$ cat src/rtl/shared_var_arbiter.sv
// Round-robin sequencer for one shared variable register.
// Serialises READ/INC/WRITE/DEC ops and returns the pre-op value.
module shared_var_arbiter #(
  parameter int NUM_REQ = 4,
  parameter int DATA_W  = 32,
  parameter logic [DATA_W-1:0] INIT_VAL = '0
) (
  input  logic                       clk,
  input  logic                       rst,
  input  logic [NUM_REQ-1:0]         req,
  input  logic [2*NUM_REQ-1:0]       req_op,
  input  logic [DATA_W*NUM_REQ-1:0]  req_wdata,
  output logic [NUM_REQ-1:0]         gnt,
  output logic                       rsp_valid,
  output logic [$clog2(NUM_REQ)-1:0] rsp_id,
  output logic [DATA_W-1:0]          rsp_data,
  output logic [DATA_W-1:0]          shared_val,
  output logic                       wrap
);

  localparam int IDX_W = $clog2(NUM_REQ);

  localparam logic [1:0] OP_READ  = 2'b00;
  localparam logic [1:0] OP_INC   = 2'b01;
  localparam logic [1:0] OP_WRITE = 2'b10;
  localparam logic [1:0] OP_DEC   = 2'b11;

  typedef enum logic {IDLE, BUSY} state_t;

  state_t             state_q, state_d;
  logic [NUM_REQ-1:0] gnt_q, gnt_d;
  logic [IDX_W-1:0]   win_q, win_d;
  logic [1:0]         op_q, op_d;
  logic [DATA_W-1:0]  wdata_q, wdata_d;
  logic [IDX_W-1:0]   rr_q, rr_d;
  logic [DATA_W-1:0]  shared_q, shared_d;
  logic               rsp_valid_q, rsp_valid_d;
  logic [IDX_W-1:0]   rsp_id_q, rsp_id_d;
  logic [DATA_W-1:0]  rsp_data_q, rsp_data_d;
  logic               wrap_q, wrap_d;

  logic               found;
  logic [IDX_W-1:0]   win_sel;

  // Circular index base+k, wrapped at NUM_REQ (NUM_REQ need not be a power of 2).
  function automatic logic [IDX_W-1:0] rr_idx(input logic [IDX_W-1:0] base,
                                              input int k);
    int s;
    s = int'(base) + k;
    if (s >= NUM_REQ) s = s - NUM_REQ;
    return IDX_W'(s);
  endfunction

  // Pick the first active request at or after the round-robin pointer.
  always_comb begin
    found   = 1'b0;
    win_sel = '0;
    for (int k = 0; k < NUM_REQ; k++) begin
      if (!found && req[rr_idx(rr_q, k)]) begin
        found   = 1'b1;
        win_sel = rr_idx(rr_q, k);
      end
    end
  end

  // Next-state, op execution and response generation.
  always_comb begin
    state_d     = state_q;
    gnt_d       = '0;
    win_d       = win_q;
    op_d        = op_q;
    wdata_d     = wdata_q;
    rr_d        = rr_q;
    shared_d    = shared_q;
    rsp_valid_d = 1'b0;
    rsp_id_d    = rsp_id_q;
    rsp_data_d  = rsp_data_q;
    wrap_d      = 1'b0;
    unique case (state_q)
      IDLE: begin
        if (found) begin
          state_d        = BUSY;
          gnt_d[win_sel] = 1'b1;
          win_d          = win_sel;
          op_d           = req_op[2*win_sel +: 2];
          wdata_d        = req_wdata[DATA_W*win_sel +: DATA_W];
        end
      end
      BUSY: begin
        state_d     = IDLE;
        rsp_valid_d = 1'b1;
        rsp_id_d    = win_q;
        rsp_data_d  = shared_q;
        rr_d        = rr_idx(win_q, 1);
        unique case (op_q)
          OP_READ:  shared_d = shared_q;
          OP_INC: begin
            shared_d = shared_q + DATA_W'(1);
            wrap_d   = (shared_q == '1);
          end
          OP_WRITE: shared_d = wdata_q;
          OP_DEC: begin
            shared_d = shared_q - DATA_W'(1);
            wrap_d   = (shared_q == '0);
          end
        endcase
      end
    endcase
  end

  // State and datapath registers; reset discards any op in flight.
  always_ff @(posedge clk or posedge rst) begin
    if (rst) begin
      state_q     <= IDLE;
      gnt_q       <= '0;
      win_q       <= '0;
      op_q        <= OP_READ;
      wdata_q     <= '0;
      rr_q        <= '0;
      shared_q    <= INIT_VAL;
      rsp_valid_q <= 1'b0;
      rsp_id_q    <= '0;
      rsp_data_q  <= '0;
      wrap_q      <= 1'b0;
    end else begin
      state_q     <= state_d;
      gnt_q       <= gnt_d;
      win_q       <= win_d;
      op_q        <= op_d;
      wdata_q     <= wdata_d;
      rr_q        <= rr_d;
      shared_q    <= shared_d;
      rsp_valid_q <= rsp_valid_d;
      rsp_id_q    <= rsp_id_d;
      rsp_data_q  <= rsp_data_d;
      wrap_q      <= wrap_d;
    end
  end

  assign gnt        = gnt_q;
  assign rsp_valid  = rsp_valid_q;
  assign rsp_id     = rsp_id_q;
  assign rsp_data   = rsp_data_q;
  assign shared_val = shared_q;
  assign wrap       = wrap_q;

endmodule

$ cat config.mk
export PLATFORM = sky130hd
export DESIGN_NAME = shared_var_arbiter
export DESIGN_NICKNAME = d
export VERILOG_FILES = /design/src/rtl/shared_var_arbiter.sv
export SDC_FILE = /design/constraint.sdc
export NUM_CORES = 1
export LEC_CHECK = 0
export CAP_MARGIN = 0
export CELL_PAD_IN_SITES_DETAIL_PLACEMENT = 0
export CELL_PAD_IN_SITES_GLOBAL_PLACEMENT = 2
export CORE_MARGIN = 2
export CORE_UTILIZATION = 30
export DETAILED_ROUTE_END_ITERATION = 8
export GPL_ROUTABILITY_DRIVEN = 0
export PLACE_DENSITY_LB_ADDON = 0.1
export SLEW_MARGIN = 20
export SYNTH_ARGS = -nofsm -noshare
export SYNTH_HDL_FRONTEND = slang
export SYNTH_SLANG_ARGS = --single-unit
$ cat constraint.sdc
create_clock -name clk -period 7.1 [get_ports clk]
set_clock_uncertainty 0.2 [all_clocks]
set_input_delay 1.42 -clock clk [delete_from_list [all_inputs] [get_ports clk]]
set_output_delay 1.42 -clock clk [all_outputs]
set_load 0.005 [all_outputs]
==> results of run 1 <==
==> worst reg2reg max path, stage by stage (launching register included) <==
cell,delay (ns)
dfrtp_2,0.59
nand2_2,0.13
buf_4,0.49
xnor2_1,0.20
ha_1,0.34
nand4_1,0.18
a21oi_1,0.35
o211ai_1,0.27
a21oi_1,0.48
nand3_1,0.20
mux2i_1,0.17
a221o_1,0.29
==> synthesized netlist by cell type (3+ instances only) <==
| cell type | instances | area, um^2 |
|---|---|---|
| buf_1 | 7 | 26.3 |
| a21oi_1 | 46 | 230 |
| mux2i_1 | 22 | 220 |
| o221ai_1 | 4 | 35.0 |
| xnor2_1 | 11 | 96.3 |
| a221oi_1 | 5 | 43.8 |
| a31oi_1 | 16 | 100 |
| nor3_1 | 25 | 125 |
| o211ai_1 | 7 | 52.6 |
| nand2_1 | 143 | 537 |
| o22a_1 | 6 | 52.6 |
| nor4_1 | 15 | 93.8 |
| a22o_1 | 5 | 43.8 |
| buf_2 | 12 | 60.1 |
| nor2b_1 | 4 | 25.0 |
| mux2_2 | 32 | 360 |
| dfrtp_1 | 111 | 2780 |
| o22ai_1 | 24 | 150 |
| and3_1 | 8 | 50.1 |
| o21ai_0 | 98 | 490 |
| nand2b_1 | 3 | 18.8 |
| nor2_1 | 174 | 653 |
| o21a_1 | 3 | 22.5 |
| or4_1 | 11 | 82.6 |
| nand4_1 | 17 | 106 |
| a21bo_2 | 3 | 30.0 |
| nand3b_1 | 4 | 30.0 |
| inv_1 | 17 | 63.8 |
| or3_1 | 5 | 31.3 |
| nand3_1 | 61 | 305 |
| clkbuf_1 | 75 | 282 |
| buf_4 | 3 | 22.5 |
| a22oi_1 | 10 | 75.1 |
| a211oi_1 | 6 | 45.0 |
| a21boi_0 | 3 | 22.5 |
| or4_4 | 3 | 33.8 |
| buf_6 | 4 | 45.0 |
| a21boi_1 | 3 | 22.5 |
| o21ai_1 | 9 | 45.0 |
| and2_1 | 5 | 31.3 |
==> worst max-delay path by stage <==
stage,startpoint,end,cells past startpoint
2_1_floorplan,rst,gnt[0]$_DFF_PP0_,1
3_3_place_gp,req[0],wdata_q[8]$_DFFE_PP0P_,9
3_5_place_dp,req[0],wdata_q[8]$_DFFE_PP0P_,9
4_1_cts,op_q[1]$_DFFE_PP0P_,shared_val[30]$_DFFE_PP0P_,11
5_1_grt,op_q[1]$_DFFE_PP0P_,shared_val[30]$_DFFE_PP0P_,11
6_report,op_q[1]$_DFFE_PP0P_,shared_val[30]$_DFFE_PP0P_,11
==> power by group <==
| group | internal (mW) | total, mW | leakage [nW] | switching (mW) |
|---|---|---|---|---|
| Sequential | 0.925 | 1.47 | 1.30 | 0.549 |
| Combinational | 1.11 | 2.37 | 2.63 | 1.27 |
| Clock | 0.257 | 0.531 | 0.148 | 0.274 |
| Total | 2.29 | 4.38 | 4.09 | 2.09 |
==> area by class of cell <==
| cell class | instances | share of cell area |
|---|---|---|
| Clock buffer | 10 | 0.0224 |
| Clock inverter | 6 | 0.00551 |
| Inverter | 18 | 0.00657 |
| Multi-Input combinational cell | 844 | 0.454 |
| Sequential cell | 111 | 0.261 |
| Tap cell | 341 | 0.0400 |
| Timing Repair Buffer | 228 | 0.210 |
==> logic make-up after synthesis <==
group	share of synthesized area
compound gates	0.227
xor+xnor	0.0119
fa+ha+maj	0.00154
buf+inv	0.0621
flops	0.343
mux	0.0758
simple gates	0.278
==> stage by stage <==
step / utilization / setup WS, ns
3_3_place_gp: 0.388 / 2.99
5_1_grt: 0.399 / 2.92
3_5_place_dp: 0.388 / 2.95
6_report: 0.399 / 3.09
4_1_cts: 0.399 / 3.14
2_1_floorplan: - / 2.55
==> registers in the layout, summed over array words and instances, names as in the netlist <==
name	flops
rsp_data	32
shared_val	32
wdata_q	32
rsp_valid	1
win_q	2
state_q	1
gnt	4
op_q	2
rsp_id	2
wrap	1
rr_q	2
==> layout by cell type, fill, tap and decap left out, types with 4 or more instances in the layout <==
| cell | n |
|---|---|
| clkdlybuf4s50_1 | 213 |
| nor2_1 | 174 |
| nand3_1 | 61 |
| or4_1 | 11 |
| or3_1 | 4 |
| a221oi_1 | 5 |
| xnor2_1 | 11 |
| nand3b_1 | 4 |
| mux2_2 | 32 |
| nand2_1 | 143 |
| o21ai_1 | 9 |
| dfrtp_1 | 109 |
| buf_4 | 15 |
| nand4_1 | 17 |
| a211oi_1 | 6 |
| o221ai_1 | 4 |
| and2_1 | 5 |
| a22o_1 | 5 |
| inv_1 | 16 |
| o21ai_0 | 98 |
| mux2i_1 | 22 |
| clkbuf_16 | 9 |
| nor2b_1 | 4 |
| nor4_1 | 15 |
| and3_1 | 8 |
| o22ai_1 | 23 |
| o22a_1 | 6 |
| o211ai_1 | 7 |
| a22oi_1 | 10 |
| a31oi_1 | 16 |
| a21oi_1 | 46 |
| nor3_1 | 24 |
==> per-layer routing <==
layer,vias up,track usage,part of all wire
met5,-,0,0
met1,3946,0.324,0.49
met3,28,0.0541,0.072
met2,273,0.323,0.42
met4,0,0.0536,0.018
li1,4126,-,-
==> flow_metrics.tcl, run 1 <==
set metrics [dict create \
    cts_tree "done" \
    pwr_density_cell_mw_per_mm2 411 \
    path_max_fanout 43 \
    start_kind "flop" \
    layout.cells.non_filler 1558 \
    synth_seq_cells 111 \
    die_h_um 168 \
    setup_viol 0 \
    num_vias 8373 \
    stdcell_area_mm2 0.0107 \
    slowest_delay_ns 0.59 \
    num-fill-cells 2786 \
    synth_nets 1217 \
    dpl.cell_count 1542 \
    ir_drop_uv 150 \
    critPathKind "flop to flop" \
    root_buffer "clkbuf_16" \
    dpl-instance-area_mm2 0.0104 \
    cp.arrival_ns 4.05 \
    fin_crit_sh 0.564 \
    seq_area_frac_synth 0.343 \
    drive_above_1_share 0.0781 \
    vias_per_cell 5.37 \
    multi_input_area_mm2 0.00485 \
    yosys.cell_types.count 82 \
    antenna_cells 0 \
    grt_pass1_vias 8285 \
    post_cts_buffers 0 \
    min_to "wdata_q[21]$_DFFE_PP0P_" \
    yosysWarnings 0 \
    slew_viol_final 0 \
    hp-class "flop to flop" \
    path_cells "nand2_2 > buf_4 > xnor2_1 > ha_1 > nand4_1 > a21oi_1 > o211ai_1 > a21oi_1 > nand3_1 > mux2i_1 > a221o_1" \
    seqCellArea_mm2 0.00278 \
    crit_family "compound AO/OA/AOI/OAI gates" \
    drt_first_pass_iters 5 \
    core-area_mm2 0.0267 \
    synth_area_per_cell_um2 7.54 \
    syn_area_mm2 0.00810 \
    cts.sinks 111 \
    clkSlewWorstSetupHoldPaths_ns 0.08 \
    clockBufferDepth 2 \
    dieArea_mm2 0.0283 \
    cts_buffers 9 \
    die_width_um 168 \
    finalPower_mw 4.38 \
    r2r-start "op_q[1]$_DFFE_PP0P_" \
    holdBufCountCts 0 \
    hpwlAfterDp_mm 22.2 \
    crit_top_cell "a21oi_1" \
    htreeDepth 3 \
    ant_nets 0 \
    critPathRequiredTime_ns 7.14 \
    max_slew_margin 0.381 \
    io-pin-count 214 \
    worstPathBufferInverterCount 1 \
    syn_inst 1074 \
    routed_wl_mm 31.1 \
    antenna_found_initial 1 \
    fin_crit_ns 4.01 \
    reg2reg_depth 11 \
    initial_utilization 0.303 \
    holdWs_ns 0.290 \
    wire_per_inst_um 20.0 \
    drtIter0Drc 661 \
    worst_pin_slew_ns 0.929 \
    drc 0 \
    hold_viol_final 0 \
    ff2ff_setup_slack_ns 3.09 \
    syn_to_final_growth_pct 31.7 \
    row_count 60 \
    grt.total_usage 0.221 \
    r2r-end "shared_val[30]$_DFFE_PP0P_" \
    min_path_cells 2 \
    synth-edff-count 0 \
    fmax_mhz 250 \
    min_from "wdata_q[21]$_DFFE_PP0P_" \
    ys.flop_type "dfrtp_1" \
    grt_first_pass_wirelength_mm 49.2 \
    maxCapViolCount 0 \
    rsz0062_at_grt "false" \
    clk_latency_ns 0.37 \
    power.leakage_nw 4.09 \
    async_reset_ff_frac 1.00 \
    cts-resized-gates 0 \
    cpMaxStageDelayCell "dfrtp_2" \
    status "finished clean" \
    gr-total-overflow 0 \
    end_kind "flop" \
    grt_max_degree 75 \
    place.port_buffers 213 \
    finish.net_count 1355 \
    finalSetupTns_ns 0 \
]
(Power assumes the default switching activity.)
==> run 2, diff against run 1 <==
--- a/config.mk
+++ b/config.mk
@@ -9,7 +9,7 @@
 export CELL_PAD_IN_SITES_DETAIL_PLACEMENT = 0
 export CELL_PAD_IN_SITES_GLOBAL_PLACEMENT = 2
 export CORE_MARGIN = 2
-export CORE_UTILIZATION = 30
+export CORE_UTILIZATION = 25
 export DETAILED_ROUTE_END_ITERATION = 8
 export GPL_ROUTABILITY_DRIVEN = 0
 export PLACE_DENSITY_LB_ADDON = 0.1
==> constraint.sdc (replaced) <==
create_clock -name clk -period 3.4 [get_ports clk]
set_clock_uncertainty 0.2 [all_clocks]
set_input_delay 0.68 -clock clk [delete_from_list [all_inputs] [get_ports clk]]
set_output_delay 0.68 -clock clk [all_outputs]
set_load 0.005 [all_outputs]
==> flow_metrics.tcl, run 2 (synthesized netlist as in run 1, its figures left out) <==
set metrics [dict create \
    status "finished clean" \
    antenna_found_initial 1 \
    cp.arrival_ns 3.28 \
    reg2reg_depth 6 \
    io-pin-count 214 \
    ant_nets 0 \
    wire_per_inst_um 20.8 \
    p_clk_frac 0.114 \
    power.leakage_nw 4.33 \
    holdBufCountCts 0 \
    r2r-end "shared_val[26]$_DFFE_PP0P_" \
    slew_viol_final 0 \
    dieArea_mm2 0.0339 \
    slowest_delay_ns 0.82 \
    finalPower_mw 9.71 \
    ir_drop_uv 366 \
    min_to "wdata_q[31]$_DFFE_PP0P_" \
    hp-class "flop to flop" \
    drive_above_1_share 0.112 \
    drt_first_pass_iters 5 \
    rsz0062_at_grt "false" \
    hold_viol_final 0 \
    multi_input_area_mm2 0.00486 \
    root_buffer "clkbuf_16" \
    worst_pin_slew_ns 0.880 \
    min_from "wdata_q[31]$_DFFE_PP0P_" \
    hpwlAfterDp_mm 25.2 \
    die_width_um 184 \
    maxCapViolCount 0 \
    grt_pass1_vias 8549 \
    power_frac_seq 0.279 \
    power.switching_mw 4.57 \
    post-route-util 0.353 \
    fin_crit_sh 0.948 \
    final_common_cell "clkdlybuf4s50_1" \
    htreeDepth 3 \
    end_kind "flop" \
    r2r-start "shared_val[15]$_DFFE_PP0P_" \
    switching_share 0.471 \
    finish.net_count 1400 \
    post_cts_buffers 0 \
    max_slew_margin 0.408 \
    grt_max_degree 74 \
    critPathRequiredTime_ns 3.45 \
    drtIter0Drc 546 \
    row_count 65 \
    dpl.cell_count 1648 \
    num_vias 8620 \
    clkSlewWorstSetupHoldPaths_ns 0.08 \
    cpMaxStageDelayCell "nor4_1" \
    drc 0 \
    clockBufferDepth 2 \
    p_comb_frac 0.607 \
    cts_tree "done" \
    seqCellArea_mm2 0.00278 \
    cts_buffers 9 \
    place.port_buffers 213 \
    fin_crit_ns 3.22 \
    cts.sinks 111 \
    critPathKind "flop to flop" \
    die_h_um 184 \
    gr-total-overflow 0 \
    grt_first_pass_wirelength_mm 53.4 \
    vias_per_cell 5.18 \
    initial_utilization 0.255 \
    cts-resized-gates 0 \
    clk_latency_ns 0.37 \
    stdcell_area_mm2 0.0112 \
    final_cell_mix "clkdlybuf4s50_1 (213), nor2_1 (174), nand2_1 (143), dfrtp_1 (109), o21ai_0 (98)" \
    dpl-instance-area_mm2 0.0109 \
    ff2ff_setup_slack_ns 0.18 \
    layout.cells.non_filler 1665 \
    start_kind "flop" \
    grt.total_usage 0.207 \
    power.internal_mw 5.14 \
    setup_viol 0 \
    syn_to_final_growth_pct 38.2 \
    path_cells "nor4_1 > nand3_1 > or4_1 > a21oi_1 > o21ai_1 > a2111o_1" \
    routed_wl_mm 34.6 \
    path_max_fanout 14 \
    fmax_mhz 310 \
    num-fill-cells 3410 \
    finalSetupTns_ns 0 \
    min_path_cells 2 \
    pwr_density_cell_mw_per_mm2 867 \
    core-area_mm2 0.0317 \
]
-- run 2: worst max-delay path by stage --
stage | start | endpoint | slack, ns
after CTS | shared_val[15]$_DFFE_PP0P_ | shared_val[26]$_DFFE_PP0P_ | 0.21
after global placement | shared_val[15]$_DFFE_PP0P_ | shared_val[26]$_DFFE_PP0P_ | 0.22
after global routing | shared_val[15]$_DFFE_PP0P_ | shared_val[26]$_DFFE_PP0P_ | 0.06
after detailed placement | shared_val[15]$_DFFE_PP0P_ | shared_val[26]$_DFFE_PP0P_ | 0.24
after floorplan | op_q[0]$_DFFE_PP0P_ | shared_val[28]$_DFFE_PP0P_ | -0.24
final | shared_val[15]$_DFFE_PP0P_ | shared_val[26]$_DFFE_PP0P_ | 0.18
-- run 2: cell type report --
type / count / share of cell area
diodes: 1 / 0.000224
flip-flops and latches: 111 / 0.248
clock buffers: 13 / 0.0232
clock inverters: 3 / 0.00224
repair buffers: 273 / 0.241
well taps: 402 / 0.0449
inverters: 18 / 0.00637
multi-input cells: 844 / 0.434
-- run 2: critical path, delay by kind of cell (launching register included) --
family           cells  cell delay (ns)
AO/OA/AOI/OAI        3             0.72
flip-flops           1             0.55
AND/OR/NAND/NOR      3             1.64
-- run 2: per-layer routing --
layer	up-vias	wire, um	global-route usage	part of all wire
li1	4218	-	-	-
met1	4095	16900	0.299	0.49
met2	285	14800	0.311	0.43
met3	22	2560	0.0479	0.074
met4	0	425	0.0470	0.012
met5	-	0	0	0
-- run 2: power groups by stage --
| stage | sequential [mW] | combinational (mW) | clock, mW |
|---|---|---|---|
| 2_1_floorplan | 2.36 | 3.63 | 0 |
| 3_3_place_gp | 2.75 | 5.92 | 0 |
| 3_5_place_dp | 2.74 | 5.92 | 0 |
| 4_1_cts | 2.72 | 5.94 | 1.15 |
| 5_1_grt | 2.81 | 6.54 | 1.20 |
| 6_report | 2.71 | 5.89 | 1.11 |
-- run 2: metrics by stage --
stage               hold slack (ns)  setup WS [ns]
detailed placement            0.282          0.240
CTS                           0.301          0.208
floorplan                     0.152         -0.235
finish                        0.294          0.175
global placement              0.265          0.219
global route                  0.321         0.0551
==> run 3, diff against run 2 <==
--- a/config.mk
+++ b/config.mk
@@ -13,7 +13,8 @@
 export DETAILED_ROUTE_END_ITERATION = 8
 export GPL_ROUTABILITY_DRIVEN = 0
 export PLACE_DENSITY_LB_ADDON = 0.1
-export SLEW_MARGIN = 20
+export SKIP_LAST_GASP = 1
+export SLEW_MARGIN = 10
 export SYNTH_ARGS = -nofsm -noshare
 export SYNTH_HDL_FRONTEND = slang
 export SYNTH_SLANG_ARGS = --single-unit
==> results of run 3 <==
The final DEF is identical to that of run 2; final timing and power are the same.
